`src/rtl/gpr_pkg.sv`:
```
// Shared definitions for the general-purpose register file and its read ports.
package gpr_pkg;

  // Default geometry of the datapath register file.
  localparam int GPR_WIDTH = 32;
  localparam int GPR_DEPTH = 16;

  // Register index that is hardwired to zero when ZERO_REG is enabled.
  localparam int unsigned REG_ZERO = 0;

  // True when addr names a register that can be written or locked:
  // it must exist, and must not be the hardwired zero register.
  function automatic logic gpr_addr_valid(input logic [31:0] addr,
                                          input logic [31:0] depth,
                                          input logic        zero_reg);
    return (addr < depth) && !(zero_reg && (addr == REG_ZERO));
  endfunction

endpackage

```
`src/rtl/gpr_read_port.sv`:
```
// One registered read port of gpr_file: selects a register (or the
// write data in flight to the same address) and reports whether the
// value is final or still owed by an outstanding destination lock.
module gpr_read_port
  import gpr_pkg::*;
#(
  parameter int WIDTH    = GPR_WIDTH,
  parameter int DEPTH    = GPR_DEPTH,
  parameter bit ZERO_REG = 1'b1,
  parameter int AW       = $clog2(DEPTH)
) (
  input  logic             clk,
  input  logic             rst,
  input  logic             en,
  input  logic [AW-1:0]    addr,
  input  logic [WIDTH-1:0] regs [DEPTH],
  input  logic             wt_hit,
  input  logic [AW-1:0]    wt_addr,
  input  logic [WIDTH-1:0] wt_data,
  input  logic [DEPTH-1:0] pending_next,
  output logic [WIDTH-1:0] data,
  output logic             ready
);

  logic             addr_ok;
  logic [WIDTH-1:0] data_next;
  logic             ready_next;

  // Address 0 (with ZERO_REG) and out-of-range addresses read as a
  // constant zero that is always ready.
  assign addr_ok = gpr_addr_valid(32'(addr), 32'(DEPTH), ZERO_REG);

  // Select the value to capture: same-cycle write wins over the array.
  // NOTE: every output of an always_comb gets a default first so no path leaves it unassigned and no latch is inferred.
  always_comb begin
    data_next  = '0;
    ready_next = 1'b1;
    if (addr_ok) begin
      if (wt_hit && (wt_addr == addr)) begin
        data_next = wt_data;
      end else begin
        data_next = regs[addr];
      end
      ready_next = ~pending_next[addr];
    end
  end

  // Capture on a read request; hold the previous result otherwise.
  // NOTE: flops are written with <= so every register samples pre-edge values regardless of statement order.
  always_ff @(posedge clk or posedge rst) begin
    if (rst) begin
      data  <= '0;
      ready <= 1'b1;
    end else if (en) begin
      data  <= data_next;
      ready <= ready_next;
    end
  end

endmodule

```
`src/rtl/gpr_file.sv`:
```
// General-purpose register file: one write port, two registered read
// ports with write bypass, a write-through capture port and a per-register
// pending scoreboard used by the issue stage to track destinations.
module gpr_file
  import gpr_pkg::*;
#(
  parameter int WIDTH    = GPR_WIDTH,
  parameter int DEPTH    = GPR_DEPTH,
  parameter bit ZERO_REG = 1'b1,
  localparam int AW      = $clog2(DEPTH)
) (
  input  logic             clk,
  input  logic             rst,
  // write port
  input  logic             wt_en,
  input  logic [AW-1:0]    wt_addr,
  input  logic [WIDTH-1:0] wt_data,
  // write-through capture port
  input  logic             through_en,
  output logic [WIDTH-1:0] through_data,
  // read port A
  input  logic             rd_a_en,
  input  logic [AW-1:0]    rd_a_addr,
  output logic [WIDTH-1:0] rd_a_data,
  output logic             rd_a_ready,
  // read port B
  input  logic             rd_b_en,
  input  logic [AW-1:0]    rd_b_addr,
  output logic [WIDTH-1:0] rd_b_data,
  output logic             rd_b_ready,
  // scoreboard
  input  logic             lock_en,
  input  logic [AW-1:0]    lock_addr,
  output logic             lock_busy,
  output logic [DEPTH-1:0] pending
);

  logic [WIDTH-1:0] regs [DEPTH];
  logic [DEPTH-1:0] pending_next;
  logic             wt_ok;
  logic             wt_hit;
  logic             lock_ok;
  logic             lock_pend;
  logic             lock_take;

  // A normal write only lands on an existing, writable register;
  // through mode diverts the data away from the array entirely.
  assign wt_ok  = gpr_addr_valid(32'(wt_addr), 32'(DEPTH), ZERO_REG);
  assign wt_hit = wt_en & ~through_en & wt_ok;

  // Locks outside the lockable set are dropped silently (never busy).
  assign lock_ok = gpr_addr_valid(32'(lock_addr), 32'(DEPTH), ZERO_REG);

  // Pending state of the lock target, forced low for ignored targets.
  always_comb begin
    lock_pend = 1'b0;
    if (lock_ok) begin
      lock_pend = pending[lock_addr];
    end
  end

  // A write retiring the same register this cycle frees it for the new lock.
  assign lock_busy = lock_en & lock_pend & ~(wt_hit & (wt_addr == lock_addr));
  assign lock_take = lock_en & lock_ok & ~lock_busy;

  // Next scoreboard: retire the written register, then claim the locked one,
  // so a simultaneous write and lock of the same register ends pending.
  always_comb begin
    pending_next = pending;
    if (wt_hit) begin
      pending_next[wt_addr] = 1'b0;
    end
    if (lock_take) begin
      pending_next[lock_addr] = 1'b1;
    end
  end

  // Register array update.
  // NOTE: the array is plain flops, not a RAM macro, and must read as zero after reset, so every entry is reset.
  always_ff @(posedge clk or posedge rst) begin
    if (rst) begin
      for (int i = 0; i < DEPTH; i++) begin
        regs[i] <= '0;
      end
    end else if (wt_hit) begin
      regs[wt_addr] <= wt_data;
    end
  end

  // Scoreboard state.
  always_ff @(posedge clk or posedge rst) begin
    if (rst) begin
      pending <= '0;
    end else begin
      pending <= pending_next;
    end
  end

  // Write-through capture; holds whenever through mode is not requested.
  always_ff @(posedge clk or posedge rst) begin
    if (rst) begin
      through_data <= '0;
    end else if (wt_en && through_en) begin
      through_data <= wt_data;
    end
  end

  gpr_read_port #(
    .WIDTH    (WIDTH),
    .DEPTH    (DEPTH),
    .ZERO_REG (ZERO_REG),
    .AW       (AW)
  ) u_read_a (
    .clk          (clk),
    .rst          (rst),
    .en           (rd_a_en),
    .addr         (rd_a_addr),
    .regs         (regs),
    .wt_hit       (wt_hit),
    .wt_addr      (wt_addr),
    .wt_data      (wt_data),
    .pending_next (pending_next),
    .data         (rd_a_data),
    .ready        (rd_a_ready)
  );

  gpr_read_port #(
    .WIDTH    (WIDTH),
    .DEPTH    (DEPTH),
    .ZERO_REG (ZERO_REG),
    .AW       (AW)
  ) u_read_b (
    .clk          (clk),
    .rst          (rst),
    .en           (rd_b_en),
    .addr         (rd_b_addr),
    .regs         (regs),
    .wt_hit       (wt_hit),
    .wt_addr      (wt_addr),
    .wt_data      (wt_data),
    .pending_next (pending_next),
    .data         (rd_b_data),
    .ready        (rd_b_ready)
  );

endmodule

```
`config.mk`:
```
export PLATFORM = sky130hd
export DESIGN_NAME = gpr_file
export DESIGN_NICKNAME = d
export VERILOG_FILES = /design/src/rtl/gpr_pkg.sv /design/src/rtl/gpr_read_port.sv /design/src/rtl/gpr_file.sv
export SDC_FILE = /design/constraint.sdc
export NUM_CORES = 2
export LEC_CHECK = 0
export CORE_UTILIZATION = 58
export DETAILED_ROUTE_END_ITERATION = 7
export PLACE_DENSITY = 0.77
export SYNTH_ARGS = -nofsm -noshare
export SYNTH_HDL_FRONTEND = slang
export SYNTH_HIERARCHICAL = 1
export SYNTH_SLANG_ARGS = --single-unit
```
`constraint.sdc`:
```
create_clock -name clk -period 45.7 [get_ports clk]
set_clock_uncertainty 0.1 [all_clocks]
set_input_delay 4.57 -clock clk [delete_from_list [all_inputs] [get_ports clk]]
set_output_delay 4.57 -clock clk [all_outputs]
set_load 0.005 [all_outputs]
```
==> results summary <==
The combined global-route utilization of all metal layers came out at 0.329. Setup slack on the critical path of the routed design comes to 34.17 ns. The number of storage elements in the synthesis netlist came out at 626. The congestion estimate from routability-driven global placement came to 0.892. CTS placed an instance of sky130_fd_sc_hd__clkbuf_16 at the clock tree root.

Traced cell by cell, the critical path runs through clkdlybuf4s50_1 -> mux4_2 -> mux2i_1 -> mux2_2 -> a211oi_1 -> clkdlybuf4s50_1. The leading cell type by number of instances after synthesis is sky130_fd_sc_hd__dfrtp_1. The post-synthesis net count came out at 2504.

At the pin with the least slew margin, the transition time is 1.31 ns. After legalization and detailed placement, the total HPWL measured 53700 um. The run finished with clean final reports.

The post-detailed-route via-to-cell ratio came out at 6.98. The area share of the largest cell type after synthesis came out at 0.468. The number of setup buffers added after CTS is 0. The worst-case vdd ir drop is 0.0000332 V. The post-detailed-route DRC marker count is 0. The total global routing overflow is 0. The I/O pin count came out at 170. The sequential power share is 0.453. The maximum clock insertion buffer count is 3. The headroom to the max-slew limit came out at 0.120. The sequential element share of the synthesized area came out at 0.470. The maximum number of pins on one net before global-route repair is 172. The net load switching power came out at 0.454 mW. The average detailed-routed wire length per instance is 29.3 um.

OpenSTA, run right after detailed placement, puts the worst setup slack at 34.20 ns. The number of iterations in the first detailed-routing pass is 6. The number of enable-type register cells in the synthesized netlist came out at 0. The number of maximum-capacitance violations is 0. The post-route minimum period came out at 11.53 ns. The summed negative setup slack over all endpoints came out at 0 ns. The cell count after synthesis came out at 2449.

Among all stages on the critical path, the largest delay is contributed by sky130_fd_sc_hd__clkdlybuf4s50_1. The count of vias placed by the detailed router is 22831. Sorting the synthesized cells by area gives the leading types as sky130_fd_sc_hd__dfrtp_1 (47%), sky130_fd_sc_hd__mux2_1 (8.7%), sky130_fd_sc_hd__mux2_2 (8.6%), sky130_fd_sc_hd__mux4_2 (8.6%), sky130_fd_sc_hd__mux2i_1 (7.6%).

STA classifies the critical path endpoint as a primary output. The hold-fix buffer count after cts is 0. The number of buffers inserted during clock tree synthesis came out at 70. The total number of placement rows is 87. By count the netlist is led by sky130_fd_sc_hd__dfrtp_1 (624), sky130_fd_sc_hd__mux2_1 (259), sky130_fd_sc_hd__mux2_2 (256).

In this run the worst path has a maximum fanout of 10. The peak per-stage delay on the critical path is 0.75 ns. The die extent in x came out at 242 um. The worst setup path is of the input port to primary output kind. The latest clock arrival within the worst-skew pair came out at 0.61 ns. The most frequent cell on the critical path is sky130_fd_sc_hd__clkdlybuf4s50_1. The top achievable clock speed came out at 0.0867 GHz. The endpoint required time on the critical path is 41.03 ns. Setup repair after global routing left no endpoint under its margin. The number of diodes added for antenna fixing is 0. The share of the clock period used by the worst path is 0.252. The data arrival time at the worst-slack endpoint is 6.86 ns. The number of DRC markers in iteration 0 is 2120. The number of hold-slack violations in the final timing report came to 0. The final count of pins violating max slew is 0. The number of I/O port buffers is 169.

The post-route worst hold slack is 0.287 ns. For this design the static power due to leakage is 16.4 nW. The global-route wire length before repair came out at 146000 um. Of the total power, the share spent switching nets is 0.281.

The post-cts repair resize count came out at 0. The deepest level of the CTS H-tree came out at 3. The startpoint class of the critical path is an input port. The internal power is 1.16 mW.

The path class of the tightest hold or removal check is register to register. The total length of routed wires is 96000 um. The power density over the cells is 43.4 mW/mm^2. The share of post-route cells with drive strength above 1 is 0.244.

TritonCTS built the clock tree. The die covers 0.0585 mm^2. The clock transition at the registers of the reported paths is 0.05 ns.

Setup violations remaining at the end of the flow were counted as 0. The via count of the first global-routing pass came to 23976. The number of different library cells in the post-synthesis netlist is 54.

The share of total power dissipated in the clock network is 0.343. After synthesis the cells add up to 0.0333 mm^2. The number of sinks handled by clock tree synthesis came out at 626. The layout filler cell count is 4065. In the synthesized netlist the dominant register cell turns out to be sky130_fd_sc_hd__dfrtp_1. The relative contribution of combinational cells to total power is 0.203. The core box area came out at 0.0566 mm^2. The number of antenna violations at the first check in global routing came out at 2. The count of yosys warnings during synthesis is 6. For this run, the post-layout net count is 2521. The effective utilization at floorplan is 0.589. The y dimension of the die came out at 242 um. Of all flip-flops after synthesis, the portion carrying an async set or reset was 1.00. The mean instance size in the synthesized netlist is 13.6 um^2.

The number of nets still failing antenna checks after routing is 0. Compared with the post-synthesis result, the final layout area differs by 11.7%. sky130_fd_sc_hd__dfrtp_1 takes more of the synthesized area than any other cell.
cells by family (layout without fill, tap and decap cells):
group,after synthesis,count (layout),share of synthesized area
DFF,626,626,0.470
buffers and inverters,288,356,0.0463
xor gates and xnor gates,12,12,0.00315
muxes,913,913,0.349
and+or+nand+nor,263,263,0.0483
AOI/OAI and AO/OA,347,347,0.0834
final cells by class:
| type | instances | area [um^2] | area share |
|---|---|---|---|
| Clock inverter | 23 | 201 | 0.00541 |
| Inverter | 11 | 48.8 | 0.00131 |
| Clock buffer | 100 | 2060 | 0.0552 |
| Timing Repair Buffer | 222 | 2090 | 0.0560 |
| Multi-Input combinational cell | 1535 | 16200 | 0.436 |
| Sequential cell | 626 | 15700 | 0.421 |
| Tap cell | 756 | 946 | 0.0254 |
sequential cells by signal, indices dropped and copies added (netlist names):
| signal | flops |
|---|---|
| pending | 16 |
| regs | 512 |
| through_data | 32 |
| u_read_a/data | 32 |
| u_read_a/ready | 1 |
| u_read_b/data | 32 |
| u_read_b/ready | 1 |
final timing paths:
| kind | startpoint | endpoint | slack [ns] | depth (start not counted) |
|---|---|---|---|---|
| min reg2reg | regs[508]$_DFFE_PP0P_ | regs[508]$_DFFE_PP0P_ | 0.29 | 0 |
| max | lock_addr[0] | lock_busy | 34.17 | 6 |
| min in group asynchronous | rst | through_data[11]$_DFFE_PP0P_ | 4.52 | 2 |
| max in group asynchronous | rst | through_data[30]$_DFFE_PP0P_ | 37.71 | 5 |
| max reg2reg | pending[13]$_DFF_PP0_ | u_read_a/ready$_DFFE_PP1P_ | 43.10 | 8 |
| min | regs[508]$_DFFE_PP0P_ | regs[508]$_DFFE_PP0P_ | 0.29 | 0 |
critical path, delay by kind of cell:
family,cells,cell delay (ns)
buffers and inverters,2,1.22
AO/OA/AOI/OAI,1,0.04
multiplexers,3,1.02
metal layers:
layer  global-route usage  up-vias  part of all wire
met5                    0        -                 0
met4                0.157        0             0.047
met3               0.0587      320             0.076
met2                0.546     1165              0.49
met1                0.419    11977              0.39
li1                     -     9369                 -
metrics by stage:
stage               power (mW)  instances   util  area [um^2]
floorplan                0.944       2449      -        33300
global placement          1.04       3150  0.618        35000
detailed placement        1.07       3150  0.618        35000
CTS                       1.62       3273  0.658        37200
global route              1.68       3273  0.658        37200
finish                    1.62       3273  0.658        37200
cell usage in the layout, fill, tap and decap left out, drive strengths merged, types with 4 or more instances in the layout:
cell	Yosys	routed
o32ai	6	6
nand3	7	7
o311ai	62	62
buf	144	62
nor2b	70	70
nand2b	66	66
mux2	517	517
nand2	23	23
clkinv	0	15
clkdlybuf4s50	0	160
xor2	10	10
clkbuf	133	100
mux2i	254	254
a21boi	64	64
a21oi	8	8
and2	8	8
mux4	142	142
o41ai	6	6
dfrtp	624	624
nor3	6	6
and3	4	4
inv	11	16
a211oi	63	63
nand4	62	62
nor2	8	8
o31ai	6	6
a22oi	124	124
power groups by stage:
stage	Sequential [mW]	Combinational (mW)	Clock (mW)
final	0.733	0.329	0.556
after global routing	0.745	0.351	0.588
after CTS	0.731	0.328	0.562
after detailed placement	0.740	0.326	0
after global placement	0.729	0.313	0
after floorplan	0.716	0.228	0
No activity file was read; power rests on OpenSTA's default activity.
